===== src/rtl/grn_pkg.sv =====
// Shared GRN definitions: collector state encoding, default widths, pointer sizing.
package grn_pkg;

  localparam int unsigned GRN_DATA_WIDTH = 256;
  localparam int unsigned GRN_TASK_W     = 32;
  localparam int unsigned GRN_CNT_W      = 32;

  typedef enum logic [1:0] {
    ST_IDLE = 2'd0,
    ST_RUN  = 2'd1,
    ST_DONE = 2'd2
  } grn_state_e;

  // Width of an index into n ports; at least one bit.
  function automatic int unsigned grn_ptr_w(input int unsigned n);
    return (n > 1) ? $clog2(n) : 1;
  endfunction

endpackage


===== src/rtl/grn_result_collector_if.sv =====
// Core result ports and downstream write port of the GRN result collector.
interface grn_result_collector_if
  import grn_pkg::*;
#(
  parameter int unsigned NUM_CORES  = 4,
  parameter int unsigned DATA_WIDTH = GRN_DATA_WIDTH
);

  logic [NUM_CORES-1:0]            core_valid;
  logic [NUM_CORES*DATA_WIDTH-1:0] core_data;
  logic [NUM_CORES-1:0]            core_last;
  logic [NUM_CORES-1:0]            core_ready;
  logic                            stall;
  logic                            wr_en;
  logic [DATA_WIDTH-1:0]           wr_data;
  logic [GRN_TASK_W-1:0]           task_done;
  logic [GRN_CNT_W-1:0]            cont_data;

  // Cores and the downstream FIFO controller together form the master side.
  modport master (
    output core_valid, core_data, core_last, stall,
    input  core_ready, wr_en, wr_data, task_done, cont_data
  );

  modport slave (
    input  core_valid, core_data, core_last, stall,
    output core_ready, wr_en, wr_data, task_done, cont_data
  );

endinterface


===== src/rtl/grn_result_collector_arbiter.sv =====
// Combinational round-robin arbiter: first requester at or after ptr, wrapping.
module rr_arbiter
  import grn_pkg::*;
#(
  parameter int unsigned N     = 4,
  parameter int unsigned PTR_W = grn_ptr_w(N)
) (
  input  logic [N-1:0]     req,
  input  logic [PTR_W-1:0] ptr,
  output logic [N-1:0]     grant,
  output logic [PTR_W-1:0] idx,
  output logic             any
);

  int unsigned cand;

  // Scan N candidates starting at ptr; the first asserted request wins.
  always_comb begin
    grant = '0;
    idx   = '0;
    any   = 1'b0;
    cand  = 0;
    for (int unsigned off = 0; off < N; off++) begin
      cand = 32'(ptr) + off;
      if (cand >= N) begin
        cand = cand - N;
      end
      if (!any && req[PTR_W'(cand)]) begin
        any                 = 1'b1;
        grant[PTR_W'(cand)] = 1'b1;
        idx                 = PTR_W'(cand);
      end
    end
  end

endmodule


===== src/rtl/grn_result_collector.sv =====
// Collects result words from NUM_CORES GRN cores round-robin into one write stream.
module grn_result_collector
  import grn_pkg::*;
#(
  parameter int unsigned NUM_CORES  = 4,
  parameter int unsigned DATA_WIDTH = GRN_DATA_WIDTH
) (
  input  logic                   clk,
  input  logic                   rst_n,
  input  logic                   start,
  grn_result_collector_if.slave  bus
);

  localparam int unsigned      PTR_W    = grn_ptr_w(NUM_CORES);
  localparam logic [PTR_W-1:0] LAST_IDX = PTR_W'(NUM_CORES - 1);

  grn_state_e              state_q, state_d;
  logic [PTR_W-1:0]        rr_ptr_q, rr_ptr_d;
  logic                    wr_en_q, wr_en_d;
  logic [DATA_WIDTH-1:0]   wr_data_q, wr_data_d;
  logic [GRN_CNT_W-1:0]    cont_data_q, cont_data_d;
  logic [NUM_CORES-1:0]    task_done_q, task_done_d;

  logic [NUM_CORES-1:0]    req_c;
  logic [NUM_CORES-1:0]    grant_c;
  logic [PTR_W-1:0]        grant_idx_c;
  logic                    grant_any_c;
  logic                    xfer_c;
  logic [DATA_WIDTH-1:0]   sel_data_c;
  logic [GRN_TASK_W-1:0]   task_done_full_c;

  // Finished cores drop out of arbitration regardless of their valid.
  assign req_c = bus.core_valid & ~task_done_q;

  rr_arbiter #(
    .N     (NUM_CORES),
    .PTR_W (PTR_W)
  ) u_arb (
    .req   (req_c),
    .ptr   (rr_ptr_q),
    .grant (grant_c),
    .idx   (grant_idx_c),
    .any   (grant_any_c)
  );

  // A transfer needs RUN, start high, no back-pressure and a granted core.
  assign xfer_c         = (state_q == ST_RUN) && start && !bus.stall && grant_any_c;
  assign bus.core_ready = xfer_c ? grant_c : '0;

  // One-hot mux of the granted core's word.
  always_comb begin
    sel_data_c = '0;
    for (int unsigned i = 0; i < NUM_CORES; i++) begin
      if (grant_c[i]) begin
        sel_data_c = sel_data_c | bus.core_data[i*DATA_WIDTH +: DATA_WIDTH];
      end
    end
  end

  // Next-state, pointer, write strobe, counters and completion flags.
  always_comb begin
    state_d     = state_q;
    rr_ptr_d    = rr_ptr_q;
    wr_en_d     = 1'b0;
    wr_data_d   = wr_data_q;
    cont_data_d = cont_data_q;
    task_done_d = task_done_q;

    if (xfer_c) begin
      wr_en_d     = 1'b1;
      wr_data_d   = sel_data_c;
      cont_data_d = cont_data_q + 32'd1;
      rr_ptr_d    = (grant_idx_c == LAST_IDX) ? '0 : grant_idx_c + PTR_W'(1);
      task_done_d = task_done_q | (grant_c & bus.core_last);
    end

    case (state_q)
      ST_IDLE: if (start) state_d = ST_RUN;
      ST_RUN:  if (start && (&task_done_d)) state_d = ST_DONE;
      ST_DONE: state_d = ST_DONE;
      default: state_d = ST_IDLE;
    endcase
  end

  // State and datapath registers.
  always_ff @(posedge clk or negedge rst_n) begin
    if (!rst_n) begin
      state_q     <= ST_IDLE;
      rr_ptr_q    <= '0;
      wr_en_q     <= 1'b0;
      wr_data_q   <= '0;
      cont_data_q <= '0;
      task_done_q <= '0;
    end else begin
      state_q     <= state_d;
      rr_ptr_q    <= rr_ptr_d;
      wr_en_q     <= wr_en_d;
      wr_data_q   <= wr_data_d;
      cont_data_q <= cont_data_d;
      task_done_q <= task_done_d;
    end
  end

  // Ports beyond NUM_CORES read as permanently finished.
  always_comb begin
    task_done_full_c                = '1;
    task_done_full_c[NUM_CORES-1:0] = task_done_q;
  end

  assign bus.wr_en     = wr_en_q;
  assign bus.wr_data   = wr_data_q;
  assign bus.cont_data = cont_data_q;
  assign bus.task_done = task_done_full_c;

endmodule


===== src/flat_wrapper.sv =====
// flat-port wrapper written by rule: the top's interface ports become plain ports
module grn_result_collector_flat import grn_pkg::*;
#(
  parameter int unsigned NUM_CORES  = 4,
  parameter int unsigned DATA_WIDTH = GRN_DATA_WIDTH
)
  (clk, rst_n, start, bus_core_valid, bus_core_data, bus_core_last, bus_stall, bus_core_ready, bus_wr_en, bus_wr_data, bus_task_done, bus_cont_data);
  grn_result_collector_if #(.NUM_CORES(NUM_CORES), .DATA_WIDTH(DATA_WIDTH)) bus_i ();
  input  logic clk;
  input  logic rst_n;
  input  logic start;
  input wire logic [$bits(bus_i.core_valid)-1:0] bus_core_valid;
  input wire logic [$bits(bus_i.core_data)-1:0] bus_core_data;
  input wire logic [$bits(bus_i.core_last)-1:0] bus_core_last;
  input wire logic [$bits(bus_i.stall)-1:0] bus_stall;
  output wire logic [$bits(bus_i.core_ready)-1:0] bus_core_ready;
  output wire logic [$bits(bus_i.wr_en)-1:0] bus_wr_en;
  output wire logic [$bits(bus_i.wr_data)-1:0] bus_wr_data;
  output wire logic [$bits(bus_i.task_done)-1:0] bus_task_done;
  output wire logic [$bits(bus_i.cont_data)-1:0] bus_cont_data;
  assign bus_i.core_valid = bus_core_valid;
  assign bus_i.core_data = bus_core_data;
  assign bus_i.core_last = bus_core_last;
  assign bus_i.stall = bus_stall;
  assign bus_core_ready = bus_i.core_ready;
  assign bus_wr_en = bus_i.wr_en;
  assign bus_wr_data = bus_i.wr_data;
  assign bus_task_done = bus_i.task_done;
  assign bus_cont_data = bus_i.cont_data;
  grn_result_collector #(.NUM_CORES(NUM_CORES), .DATA_WIDTH(DATA_WIDTH)) u_core (.clk(clk), .rst_n(rst_n), .start(start), .bus(bus_i));
endmodule

===== config.mk =====
export PLATFORM = sky130hd
export DESIGN_NAME = grn_result_collector_flat
export DESIGN_NICKNAME = d
export VERILOG_FILES = /design/src/rtl/grn_pkg.sv /design/src/rtl/grn_result_collector_if.sv /design/src/rtl/grn_result_collector_arbiter.sv /design/src/rtl/grn_result_collector.sv /design/src/flat_wrapper.sv
export SDC_FILE = /design/constraint.sdc
export NUM_CORES = 1
export LEC_CHECK = 0
export BUFFER_PORTS_ARGS = -buffer_cell sky130_fd_sc_hd__buf_2
export CAP_MARGIN = 20
export CORE_AREA = 2 2 537 539
export DETAILED_ROUTE_END_ITERATION = 10
export DIE_AREA = 0 0 539 541
export PLACE_DENSITY_LB_ADDON = 0.08
export SLEW_MARGIN = 5
export SYNTH_ARGS = -nofsm -noshare
export SYNTH_HDL_FRONTEND = slang
export SYNTH_SLANG_ARGS = --single-unit

===== constraint.sdc =====
create_clock -name clk -period 5.1 [get_ports clk]
set_input_delay 0.51 -clock clk [delete_from_list [all_inputs] [get_ports clk]]
set_output_delay 0.51 -clock clk [all_outputs]
set_load 0.02 [all_outputs]

==> flow_metrics.tcl <==
set metrics [dict create \
    dpl_cell_area_mm2 0.02724 \
    area_growth_pct 80.22 \
    syn_inst 1723 \
    clockBufferDepth 3 \
    mostFrequentLayoutCells "buf_2, dfrtp_1, nand2_1" \
    final_common_cell "buf_2" \
    maxCapViolCount 0 \
    nNetsFinal 4046 \
    die_area_mm2 0.2916 \
    dieHeight_um 541 \
    hold_slack_ns 0.07688 \
    cellPowerDensity_mw_per_mm2 765.4 \
    grt_pass1_vias 22060 \
    drc 0 \
    post_cts_resized 0 \
    firstDrtPassIters 9 \
    num_vias 21370 \
    grt_pass1_wl_mm 232.1 \
    routed_wl_mm 182.9 \
    grt_start_max_net_pins 147 \
    skew_ns 0.03840 \
    r2r_cells 9 \
    post-route-util_pct 10.09 \
    fin_crit_ns 4.579 \
    postSynthAreaPerCell_um2 9.307 \
    min_period_over_period_pct 89.78 \
    dr.first_iter.drc_count 2490 \
    crit_required_ns 4.59 \
    synth_seq_cells 297 \
    synth-compound-area-share_pct 27.70 \
    tightest_slew_ns 0.8411 \
    cp_max_fo 36 \
    synth_cell_type_count 55 \
    hold_viol_final 0 \
    clock_sinks 297 \
    setup_viol 0 \
    cts_made_buffers 50 \
    synth-simple-area-share_pct 15.59 \
    rsz0062_at_grt "no" \
    place.gp.congestion 0.8867 \
    critical_path_class "reg -> out" \
    holdPathStages 3 \
    synthXorXnorAreaFrac_pct 1.748 \
    crit_path_end_kind "output port" \
    fmax_mhz 218.4 \
    antenna_found_initial 136 \
    stdcell_area_mm2 0.02890 \
    cts_tree "done" \
    slew-limit-headroom_pct 43.92 \
    vdd_drop_max_v 0.0003956 \
    vias_per_cell 3.119 \
    synthesis.area_mm2 0.01604 \
    grt_overflow_total 0 \
    synthArstFlopShare_pct 100.0 \
    ctsHtreeMaxLevel 2 \
    route.antenna.remaining_nets 0 \
    synth_mux_area_share_pct 0.3277 \
    synth_edf_count 0 \
    ys_seq_area_share_pct 46.35 \
    cts_root_buffer "clkbuf_16" \
    core_area_mm2 0.2864 \
    io_pins 1361 \
    arrival_ns 4.07 \
    initial_utilization_pct 5.599 \
    synthAdderAreaFrac_pct 0.9363 \
    synth-main-ff-cell "dfrtp_1" \
    fp-row-count 197 \
    slew_violations 0 \
    io_buffers 1332 \
    clk_latency_ns 0.68 \
    wl_per_cell_um 26.69 \
    drive_above_1_share_pct 48.76 \
    clk_pin_slew_ns 0.06 \
    min_path_type "in -> reg" \
    post_cts_buffers 0 \
    status "finished, final reports clean" \
    cp-start-kind "flop" \
    synth_top_family_by_area "compound AO/OA/AOI/OAI gates" \
    grt_usage_pct 11.98 \
    die_w_um 539 \
    power.leakage_nw 12.20 \
    fin_tns_setup_ns 0 \
    hpwl_mm 153.0 \
    ys_warn_count 0 \
]
per-layer routing:
| layer | vias to the layer above | routed length (µm) | track usage, % |
|---|---|---|---|
| met4 | 72 | 6145 | 3.745 |
| met2 | 1276 | 90260 | 21.20 |
| met1 | 10430 | 69720 | 13.14 |
| met3 | 276 | 16310 | 4.496 |
| met5 | - | 454 | 0 |
| li1 | 9313 | - | - |
Yosys cell counts, drive strengths merged (6+ instances only):
cell	instances	share of area [%]
clkbuf	111	2.6
a21oi	10	0.31
xnor2	24	1.3
nand3	24	0.75
buf	96	4.6
a31oi	258	10
nand2	276	6.5
xor2	8	0.44
dfrtp	297	46
nand2b	6	0.23
a222oi	256	16
and2	6	0.23
nand4	7	0.27
ha	12	0.94
nor2	264	6.2
and3	9	0.35
state kept, by name, summed over array words and instances, names as in the netlist, named ones only:
signal                cells
u_core.bus.cont_data     32
u_core.bus.wr_data      256
u_core.bus.wr_en          1
u_core.rr_ptr_q           1
u_core.state_q            2
u_core.task_done_q        4
logic make-up after synthesis:
group           count (synthesis)
other cells                     1
fa+ha+maj                      12
simple gates                  615
compound gates                548
xor+xnor                       32
flops                         297
buf+inv                       213
mux                             5
final cells by class:
type,instances,area [µm²]
Timing Repair Buffer,1403,7487
Inverter,6,35.03
Clock inverter,5,78.83
Sequential cell,297,7432
Antenna cell,37,92.59
Tap cell,3781,4731
Multi-Input combinational cell,1240,7570
Fill cell,33680,257500
Clock buffer,82,1473
power breakdown:
part,total [mW],switching [mW],internal (mW)
Sequential,4.38,0.921,3.45
Clock,3.53,1.49,2.04
Combinational,14.2,9.84,4.37
Total,22.1,12.3,9.87
metrics by stage:
stage	power, mW	instances	setup slack, ns
after floorplan	11.66	1750	1.683
after global placement	19.36	6726	0.5717
after detailed placement	19.32	6726	0.6091
after CTS	23.09	6814	0.3520
after global routing	23.82	6820	0.1824
final	22.12	6851	0.5214
critical path, cell delays in order (launching register included):
cell and delay, ns:
dfrtp_1 0.56, inv_1 0.24, ha_1 0.51, nor4bb_1 0.38
nor4_2 0.13, a211oi_2 0.52, a22oi_1 0.25, nand3_4 0.16
buf_12 0.26, and2_1 0.17, buf_2 0.17
final timing paths:
kind,startpoint,slack [ns],endpoint
max in group asynchronous,rst_n,3.50,asynchronous set/reset pin
max reg2reg,u_core.rr_ptr_q[1],0.60,u_core.bus.wr_data[44]
min in group asynchronous,rst_n,0.45,u_core.bus.wr_data[63]
min,bus_core_data[722],0.08,u_core.bus.wr_data[210]
min reg2reg,u_core.bus.cont_data[31],0.46,u_core.bus.cont_data[31]
max,u_core.rr_ptr_q[1],0.52,bus_core_ready[0]
what timing repair did:
action	CTS	global route
hold endpoints to repair	51	0
hold buffers	1	0
endpoints found under the setup margin	0	0
(Power assumes the default switching activity.)
